`config.mk`:
```
export PLATFORM = sky130hd
export DESIGN_NAME = instruction_fetch
export DESIGN_NICKNAME = d
export VERILOG_FILES = /design/src/rtl/if_pkg.sv /design/src/rtl/if_pc_reg.sv /design/src/rtl/instruction_fetch.sv
export SDC_FILE = /design/constraint.sdc
export NUM_CORES = 1
export LEC_CHECK = 0
export CORE_ASPECT_RATIO = 0.5
export CORE_UTILIZATION = 30
export CTS_BUF_LIST = sky130_fd_sc_hd__clkbuf_2 sky130_fd_sc_hd__clkbuf_4 sky130_fd_sc_hd__clkbuf_8
export DETAILED_ROUTE_END_ITERATION = 7
export PLACE_DENSITY = 0.66
export RECOVER_POWER = 50
export SLEW_MARGIN = 20
export SYNTH_ARGS = -nofsm -noshare
export SYNTH_HDL_FRONTEND = slang
export SYNTH_SLANG_ARGS = --single-unit
```
`constraint.sdc`:
```
create_clock -name clk -period 2.2 [get_ports clk]
set_clock_uncertainty 0.05 [all_clocks]
set_input_delay 0.55 -clock clk [delete_from_list [all_inputs] [get_ports clk]]
set_output_delay 0.55 -clock clk [all_outputs]
set_load 0.01 [all_outputs]
```
`src/rtl/if_pkg.sv`:
```
// Shared widths, reset constants and types for the instruction-fetch stage.
package if_pkg;

  localparam int unsigned ADDR_W = 16;
  localparam int unsigned DATA_W = 16;

  typedef logic [ADDR_W-1:0] pc_t;
  typedef logic [DATA_W-1:0] instr_t;

  localparam pc_t    RESET_PC  = 16'h0000;
  localparam instr_t NOP_INSTR = 16'h0000;

  // Sequential successor of a word address; wraps modulo 2^ADDR_W.
  function automatic pc_t pc_next(input pc_t pc);
    return pc + pc_t'(1);
  endfunction

endpackage

```
`src/rtl/if_pc_reg.sv`:
```
// Program counter with incrementer and branch-predictor redirect mux.
module if_pc_reg
  import if_pkg::*;
(
  input  logic              clk,
  input  logic              reset,
  input  logic [ADDR_W-1:0] target_bp,
  input  logic              target_en_bp,
  output logic [ADDR_W-1:0] pc,
  output logic [ADDR_W-1:0] pc_plus1
);

  assign pc_plus1 = pc_next(pc);

  // NOTE: state registers use non-blocking assignments so every flop samples
  // pre-edge values regardless of process ordering.
  always_ff @(posedge clk) begin
    if (reset) begin
      pc <= RESET_PC;
    end else if (target_en_bp) begin
      pc <= target_bp;
    end else begin
      pc <= pc_plus1;
    end
  end

endmodule

```
`src/rtl/instruction_fetch.sv`:
```
// IF stage: PC drives the instruction memory; fetched word and PC+1 go to IF/ID.
// Optional IF_FLUSH_ON_REDIRECT_EN turns the redirect-cycle slot into a NOP bubble.
module instruction_fetch
  import if_pkg::*;
(
  input  logic              clk,
  input  logic              reset,
  input  logic [ADDR_W-1:0] target_bp,
  input  logic              target_en_bp,
  input  logic [DATA_W-1:0] data_from_memory,
  output logic [ADDR_W-1:0] address_to_memory,
  output logic [ADDR_W-1:0] next_program_counter_if_to_bp,
  output logic [ADDR_W-1:0] next_program_counter_if,
  output logic [DATA_W-1:0] instruction_if
);

  pc_t pc;
  pc_t pc_plus1;

  if_pc_reg u_pc_reg (
    .clk          (clk),
    .reset        (reset),
    .target_bp    (target_bp),
    .target_en_bp (target_en_bp),
    .pc           (pc),
    .pc_plus1     (pc_plus1)
  );

  assign address_to_memory             = pc;
  assign next_program_counter_if_to_bp = pc_plus1;

  // IF/ID pipeline register; the branch word itself is kept unless flushing.
  always_ff @(posedge clk) begin
    if (reset) begin
      instruction_if          <= NOP_INSTR;
      next_program_counter_if <= RESET_PC;
    end else begin
      next_program_counter_if <= pc_plus1;
`ifdef IF_FLUSH_ON_REDIRECT_EN
      instruction_if          <= target_en_bp ? NOP_INSTR : data_from_memory;
`else
      instruction_if          <= data_from_memory;
`endif
    end
  end

endmodule

```
==> flow_metrics.py <==
metrics = {
    "synth": {
        "netlist_top_cells_area": "sky130_fd_sc_hd__dfxtp_1, sky130_fd_sc_hd__nor2b_1, sky130_fd_sc_hd__nor2_1",
        "ys_seq_elements": 48,
        "synthesis.yosys.warnings": 0,
        "postSynthCellCount": 179,
        "synth_largest_area_cell": "sky130_fd_sc_hd__dfxtp_1",
        "synth_area_per_cell_um2": 9.66,
        "synth.distinct_cells": 22,
        "net_count_synth": 215,
        "synth_sequential_area_ratio_pct": 55.6,
        "syn-cell-area_um2": 1730,
        "synth_top_area_share_pct": 55.6,
    },
    "clock_network": {
        "cts_hold_repair_buffers": 0,
        "tritoncts.num_buffers": 5,
        "cts.sinks": 48,
        "max-clock-path-buffers": 2,
        "clk-insertion-delay-late_ns": 0.30,
        "tritoncts": "done",
        "clk_pin_slew_worst_paths_ns": 0.09,
        "ctsHtreeMaxLevel": 2,
        "cts.root.buffer_cell": "sky130_fd_sc_hd__clkbuf_8",
    },
    "global_route": {
        "grt_max_degree": 49,
        "grt.overflow.total": 0,
        "first_global_vias": 1702,
        "initial_antenna_violation_count": 0,
        "gr-usage-all-layers_pct": 17.3,
        "global_route_wire_length_before_repair_um": 8160,
    },
    "detailed_routing": {
        "via_count": 1757,
        "drt-total-wl_um": 5470,
        "drt-vias-per-instance": 4.37,
        "initialDrtViolationCount": 49,
        "drt-pass1-iter-count": 4,
        "postRouteAntennaNets": 0,
        "detail_route.drc_violations": 0,
        "drt_wl_cell_um": 13.6,
    },
    "worst_setup_path": {
        "timing.critical_path.depth": 6,
        "crit_path_start_kind": "flip-flop",
        "crit_path_max_incr_delay_ns": 0.38,
        "worst-endpoint-arrival_ns": 1.67,
        "crit_fanout": 3,
        "cp.required_ns": 1.60,
        "criticalPathCategory": "reg -> out",
        "critical_path.slowest_cell": "sky130_fd_sc_hd__dfxtp_4",
        "critical-path-top-delay-family": "buffers and inverters",
        "critical_path_buf_inv_count": 3,
        "reg2regPathDepth": 9,
        "cp_cell_sequence": "nand4_4, buf_6, nor3_2, xnor2_1, inv_1, clkdlybuf4s15_2",
        "endpoint_kind": "output pin",
    },
    "power_and_ir_drop": {
        "cellPowerDensity_nw_per_um2": 602,
        "power_frac_seq_pct": 45.6,
        "power_switching_share_pct": 24.0,
        "p_leak_nw": 1.52,
        "internal_power_mw": 1.59,
        "total_switching_power_uw": 503,
        "comb_power_share_pct": 21.2,
        "max-vdd-ir-drop_mv": 0.270,
        "p_clk_share_pct": 33.1,
    },
    "sta": {
        "report.final.slew_viol_count": 0,
        "rsz0062_at_grt": "yes",
        "hold_viol_final": 0,
        "timing.max_slew.rel_slack_pct": 37.3,
        "timing_worst_slew_pin_value_ns": 0.940,
        "setup_viol": 4,
        "worst_hold_slack_ns": 0.568,
        "fin_crit_ns": 2.27,
        "max_freq_mhz": 440,
        "setup_ws_ns": -0.0721,
        "final_min_period_over_clock_period_pct": 103,
    },
    "placement": {
        "gp_congestion": 0.783,
        "preCtsSetupSlack_ns": -0.111,
        "io_buffer_count": 98,
        "hpwlAfterDp_um": 3680,
    },
    "run_status": {
        "failed_checks": "setup timing",
        "outcome": "complete, but fails checks",
    },
    "floorplan": {
        "die_ar_um2": 6090,
        "die-height_um": 55.7,
        "start_util_pct": 31.4,
        "chipWidth_um": 109,
        "pin_count": 99,
        "core_area_um2": 5520,
        "rows": 19,
    },
    "cells_and_area": {
        "syn2layout_area_growth_pct": 101,
        "multi_input_comb_area_um2": 861,
        "layout-drive-gt1-share_pct": 32.8,
        "fillerInstances": 440,
        "sequential_cell_area_um2": 988,
        "insertedDiodeCount": 0,
        "finalNetCount": 364,
    },
    "min_path": {
        "hold_path.class": "reg -> reg",
        "min_path_cells": 2,
    },
    "flow_run": {
        "cap_violations": 0,
    },
}
layer usage:
layer	global-route usage (%)	wire (um)	vias up
li1	-	-	871
met1	21.0	2360	834
met2	30.6	2780	44
met3	4.10	262	8
met4	4.95	66	0
met5	0	0	-
layout by cell type (no fill, tap or decap), types with 2 or more instances in the layout:
cell and instances:
sky130_fd_sc_hd__nor2b_1 20, sky130_fd_sc_hd__buf_2 5, sky130_fd_sc_hd__xor2_1 2, sky130_fd_sc_hd__clkbuf_2 4, sky130_fd_sc_hd__nor2_1 27, sky130_fd_sc_hd__buf_6 6
sky130_fd_sc_hd__xnor2_2 5, sky130_fd_sc_hd__nor4_4 4, sky130_fd_sc_hd__inv_1 16, sky130_fd_sc_hd__buf_4 46, sky130_fd_sc_hd__xnor2_1 6, sky130_fd_sc_hd__nor3_2 2
sky130_fd_sc_hd__nand3_1 5, sky130_fd_sc_hd__clkdlybuf4s15_1 2, sky130_fd_sc_hd__a211oi_1 9, sky130_fd_sc_hd__nand4_4 2, sky130_fd_sc_hd__a21oi_1 5, sky130_fd_sc_hd__nand2_1 6
sky130_fd_sc_hd__dfxtp_4 4, sky130_fd_sc_hd__nand3_4 3, sky130_fd_sc_hd__clkdlybuf4s50_1 83, sky130_fd_sc_hd__clkbuf_8 7, sky130_fd_sc_hd__nor3_4 2, sky130_fd_sc_hd__dfxtp_2 10
sky130_fd_sc_hd__dlygate4sd2_1 3, sky130_fd_sc_hd__dfxtp_1 34
cells by family after synthesis:
logic type | share of synthesized area, %
and+or+nand+nor | 24.3
adders and majority gates | 0.723
AOI/OAI and AO/OA | 6.51
buffers and inverters | 5.21
DFF | 55.6
xor gates and xnor gates | 7.09
muxes | 0.579
final timing paths:
check | slack (ns) | end | startpoint
setup reg to reg | 0.33 | u_pc_reg.pc[10]$_SDFF_PP0_ | u_pc_reg.pc[1]$_SDFF_PP0_
hold / removal | 0.57 | next_program_counter_if[0]$_SDFF_PP0_ | u_pc_reg.pc[0]$_SDFF_PP0_
setup / recovery | -0.07 | next_program_counter_if_to_bp[11] | u_pc_reg.pc[4]$_SDFF_PP0_
hold reg to reg | 0.57 | next_program_counter_if[0]$_SDFF_PP0_ | u_pc_reg.pc[0]$_SDFF_PP0_
through the flow:
stage	instances	total power [mW]	setup TNS, ns	cell area [um2]	util [%]
2_1_floorplan	179	1.10	0	1730	-
3_3_place_gp	376	1.38	-0.423	3030	55.0
3_5_place_dp	376	1.39	-0.607	3030	55.0
4_1_cts	391	2.09	-0.148	3350	60.8
5_1_grt	402	2.17	-0.647	3470	63.0
6_report	402	2.09	-0.189	3470	63.0
final cells by class:
type	count	area share, %
repair buffers	150	38.8
flip-flops and latches	48	28.5
multi-input cells	107	24.8
clock buffers	7	2.77
well taps	73	2.63
inverters	16	1.73
clock inverters	1	0.865
power by group through the flow:
stage	Sequential, mW	Combinational (mW)	Clock, mW
3_5_place_dp	0.967	0.418	0
2_1_floorplan	1.00	0.101	0
6_report	0.954	0.444	0.693
4_1_cts	0.953	0.434	0.701
5_1_grt	0.960	0.474	0.740
3_3_place_gp	0.965	0.415	0
worst register-to-register path, stage by stage, from the launching register on:
cell and delay (ns):
sky130_fd_sc_hd__dfxtp_4 0.39, sky130_fd_sc_hd__ha_4 0.16, sky130_fd_sc_hd__nand3_4 0.10, sky130_fd_sc_hd__buf_4 0.16, sky130_fd_sc_hd__nor3_4 0.21, sky130_fd_sc_hd__xnor2_2 0.11, sky130_fd_sc_hd__buf_4 0.15, sky130_fd_sc_hd__buf_4 0.12
sky130_fd_sc_hd__buf_4 0.12, sky130_fd_sc_hd__a211oi_1 0.20
registers in the layout, summed over array words and instances, names as in the netlist:
register,cells
instruction_if,16
u_pc_reg.pc,16
next_program_counter_if,16
timing repair:
| action | 4_1_cts | 5_1_grt |
|---|---|---|
| pin swaps | 17 | 10 |
| gates resized for setup | 72 | 19 |
| buffers inserted | 7 | 11 |
| hold endpoints to repair | 0 | 0 |
| endpoints found under the setup margin | 14 | 11 |
cells in the mapped netlist, drive strengths merged:
library cell and instances:
dfxtp 48, mux2i 1, nand4 3, xnor2 11, a21oi 5, ha 1
xor2 3, nor3 4, clkbuf 8, a211oi 10, and3 1, nand2 6
nor2 28, nor2b 20, o21a 1, inv 16, nand3 9, nor4 4
No activity file was read; power rests on OpenSTA's default activity.
==> edit, RTL diff (config.mk and constraints unchanged) <==
Set the package constant `DATA_W` to 24 (it was 16).
--- a/src/rtl/if_pkg.sv
+++ b/src/rtl/if_pkg.sv
@@ -4,3 +4,3 @@
   localparam int unsigned ADDR_W = 16;
-  localparam int unsigned DATA_W = 16;
+  localparam int unsigned DATA_W = 24;
 
Interface: changed (resized data_from_memory and instruction_if); port bits go from 99 to 115. The function was not compared with the original's and may differ.
==> edit against the unedited design <==
Setup slack improved by 8.3 ps. Largest power group unchanged. Largest cell class unchanged. Sequential power rose by 16%. Area after synthesis rose by 12%. First-iteration DRC count fell by 20%. Non-clock buffer count rose by 18. Maximum frequency rose by 0.37%. Power rose by 11%. Cell area rose by 12%. Routed wire length rose by 12%. The run still ends with negative setup slack left. Highest routed layer unchanged. Sequential cell count rose by 8.
==> edit: results (changes against the unedited design) <==
* First-pass GRT wire length at 8.97 mm (+10%)
* Post-Place Setup Slack at -113 ps (-1.92 ps)
* Setup Viol. Count Final at 4 (unchanged)
* Post-synth top cells: dfxtp_1, nor2_1, nor2b_1, inv_1, xnor2_1
* Detailed Place HPWL at 4.29 mm (+17%)
* Non-clock buffer share at 0.389 (+0.00173)
* DR iter-0 viols at 39 (-20%)
* Avg Inst Size Synth at 9.91 sq um (+2.6%)
* Pin count of the biggest net entering global routing at 24 (-51%)
* Layout cell share with drive strength beyond 1 at 0.298 (-0.0307)
* R2R depth at 11 (+2)
* Reg-to-Reg End: u_pc_reg.pc[12]
* Post-Place Cells at 424 (+13%)
* DR WL met3 at 144 um (-45%)
* CTS buffer count at 5 (unchanged)
* P_leak at 1.70 nW (+11%)
* Met2 usage at 0.301 (-0.00536)
* Maximum VDD drop at 254 uV (-5.8%)
* Met1 Resource Use GR at 0.221 (+0.0109)
* Fin cells at 451 (+12%)
* Port Buf Inserts at 114 (+16%)
* Multi-input gate area at 938 sq um (+9.0%)
* Signal buffers at 168 (+12%)
* Metal2 WL at 3.25 mm (+17%)
* FF+latch count, synth at 56 (+17%)
* Max FO, Critical Path at 4 (+1)
* Register area at 1150 sq um (+16%)
* Gpl congestion at 0.733 (-6.4%)
* Clock transition at the registers of the reported paths at 100 ps
* Post-route setup slack at -63.8 ps (+8.33 ps)
* CLK BUF at 6 (-1)
* Total number of vias at 1,899 (+8.1%)
* Grt met3 use at 0.0350 (-0.00597)
* Register area share after synthesis at 0.577 (+0.0212)
* Synth top area share at 0.577 (+0.0212)
* Syn nets at 240 (+12%)
* Reg-to-reg startpoint: u_pc_reg.pc[0]
* Vias in the first global route at 1,815 (+6.6%)
* Status: finished with violations
* Multi-input gates at 115 (+7.5%)
* Largest regs: instruction_if x24, next_program_counter_if x16, u_pc_reg.pc x16
* Violated checks: negative setup slack
* Worst setup path end: next_program_counter_if_to_bp[12]
* Nets@finish at 406 (+12%)
* Global Route Usage Sum at 0.173 (-0.000611)
* M1 WL at 2.63 mm (+12%)
* Routed len/inst at 13.5 um (-0.48%)
* Clock-cell share at 0.0312 (-0.00522)
==> edit: critical path: stages (launching register included) <==
cell	delay, ps
dfxtp_4	380
ha_4	150
nand3_4	110
nor4_4	350
xnor2_2	170
inv_1	80
buf_6	120
==> edit: cells by family after synthesis <==
logic type	Yosys count	share of synthesized area
AND/OR/NAND/NOR	83	0.242
multiplexers	1	0.00515
flip-flops	56	0.577
AO/OA/AOI/OAI	16	0.0579
adder cells (fa/ha/maj)	1	0.00644
XOR/XNOR	14	0.0631
buffers and inverters	25	0.0483
==> edit: where the power goes <==
group	leakage [nW]	internal, mW	total, mW	switching, mW
sequential	0.470	1.07	1.11	0.0334
clock	0.0614	0.373	0.709	0.336
combinational	1.17	0.305	0.500	0.195
total	1.70	1.75	2.32	0.564
==> edit: how the worst min path moves through the flow <==
stage / depth (start not counted) / slack, ps / endpoint / startpoint
floorplan: 1 / 460 / next_program_counter_if[0] / u_pc_reg.pc[0]
global placement: 2 / 550 / next_program_counter_if[0] / u_pc_reg.pc[0]
detailed placement: 2 / 550 / next_program_counter_if[0] / u_pc_reg.pc[0]
CTS: 2 / 580 / next_program_counter_if[0] / u_pc_reg.pc[0]
global route: 2 / 560 / next_program_counter_if[0] / u_pc_reg.pc[0]
finish: 2 / 560 / next_program_counter_if[0] / u_pc_reg.pc[0]
==> edit: through the flow <==
step	instance area [sq um]	hold WS (ps)	setup TNS [ps]
2_1_floorplan	1940	465	0
3_3_place_gp	3420	551	-413
3_5_place_dp	3420	555	-460
4_1_cts	3790	575	-123
5_1_grt	3890	559	-751
6_report	3890	555	-84.3
==> edit: timing repair <==
action | in CTS | in global routing
setup endpoints to repair | 14 | 14
pin swaps | 14 | 14
setup buffers | 13 | 8
resized for setup | 73 | 30
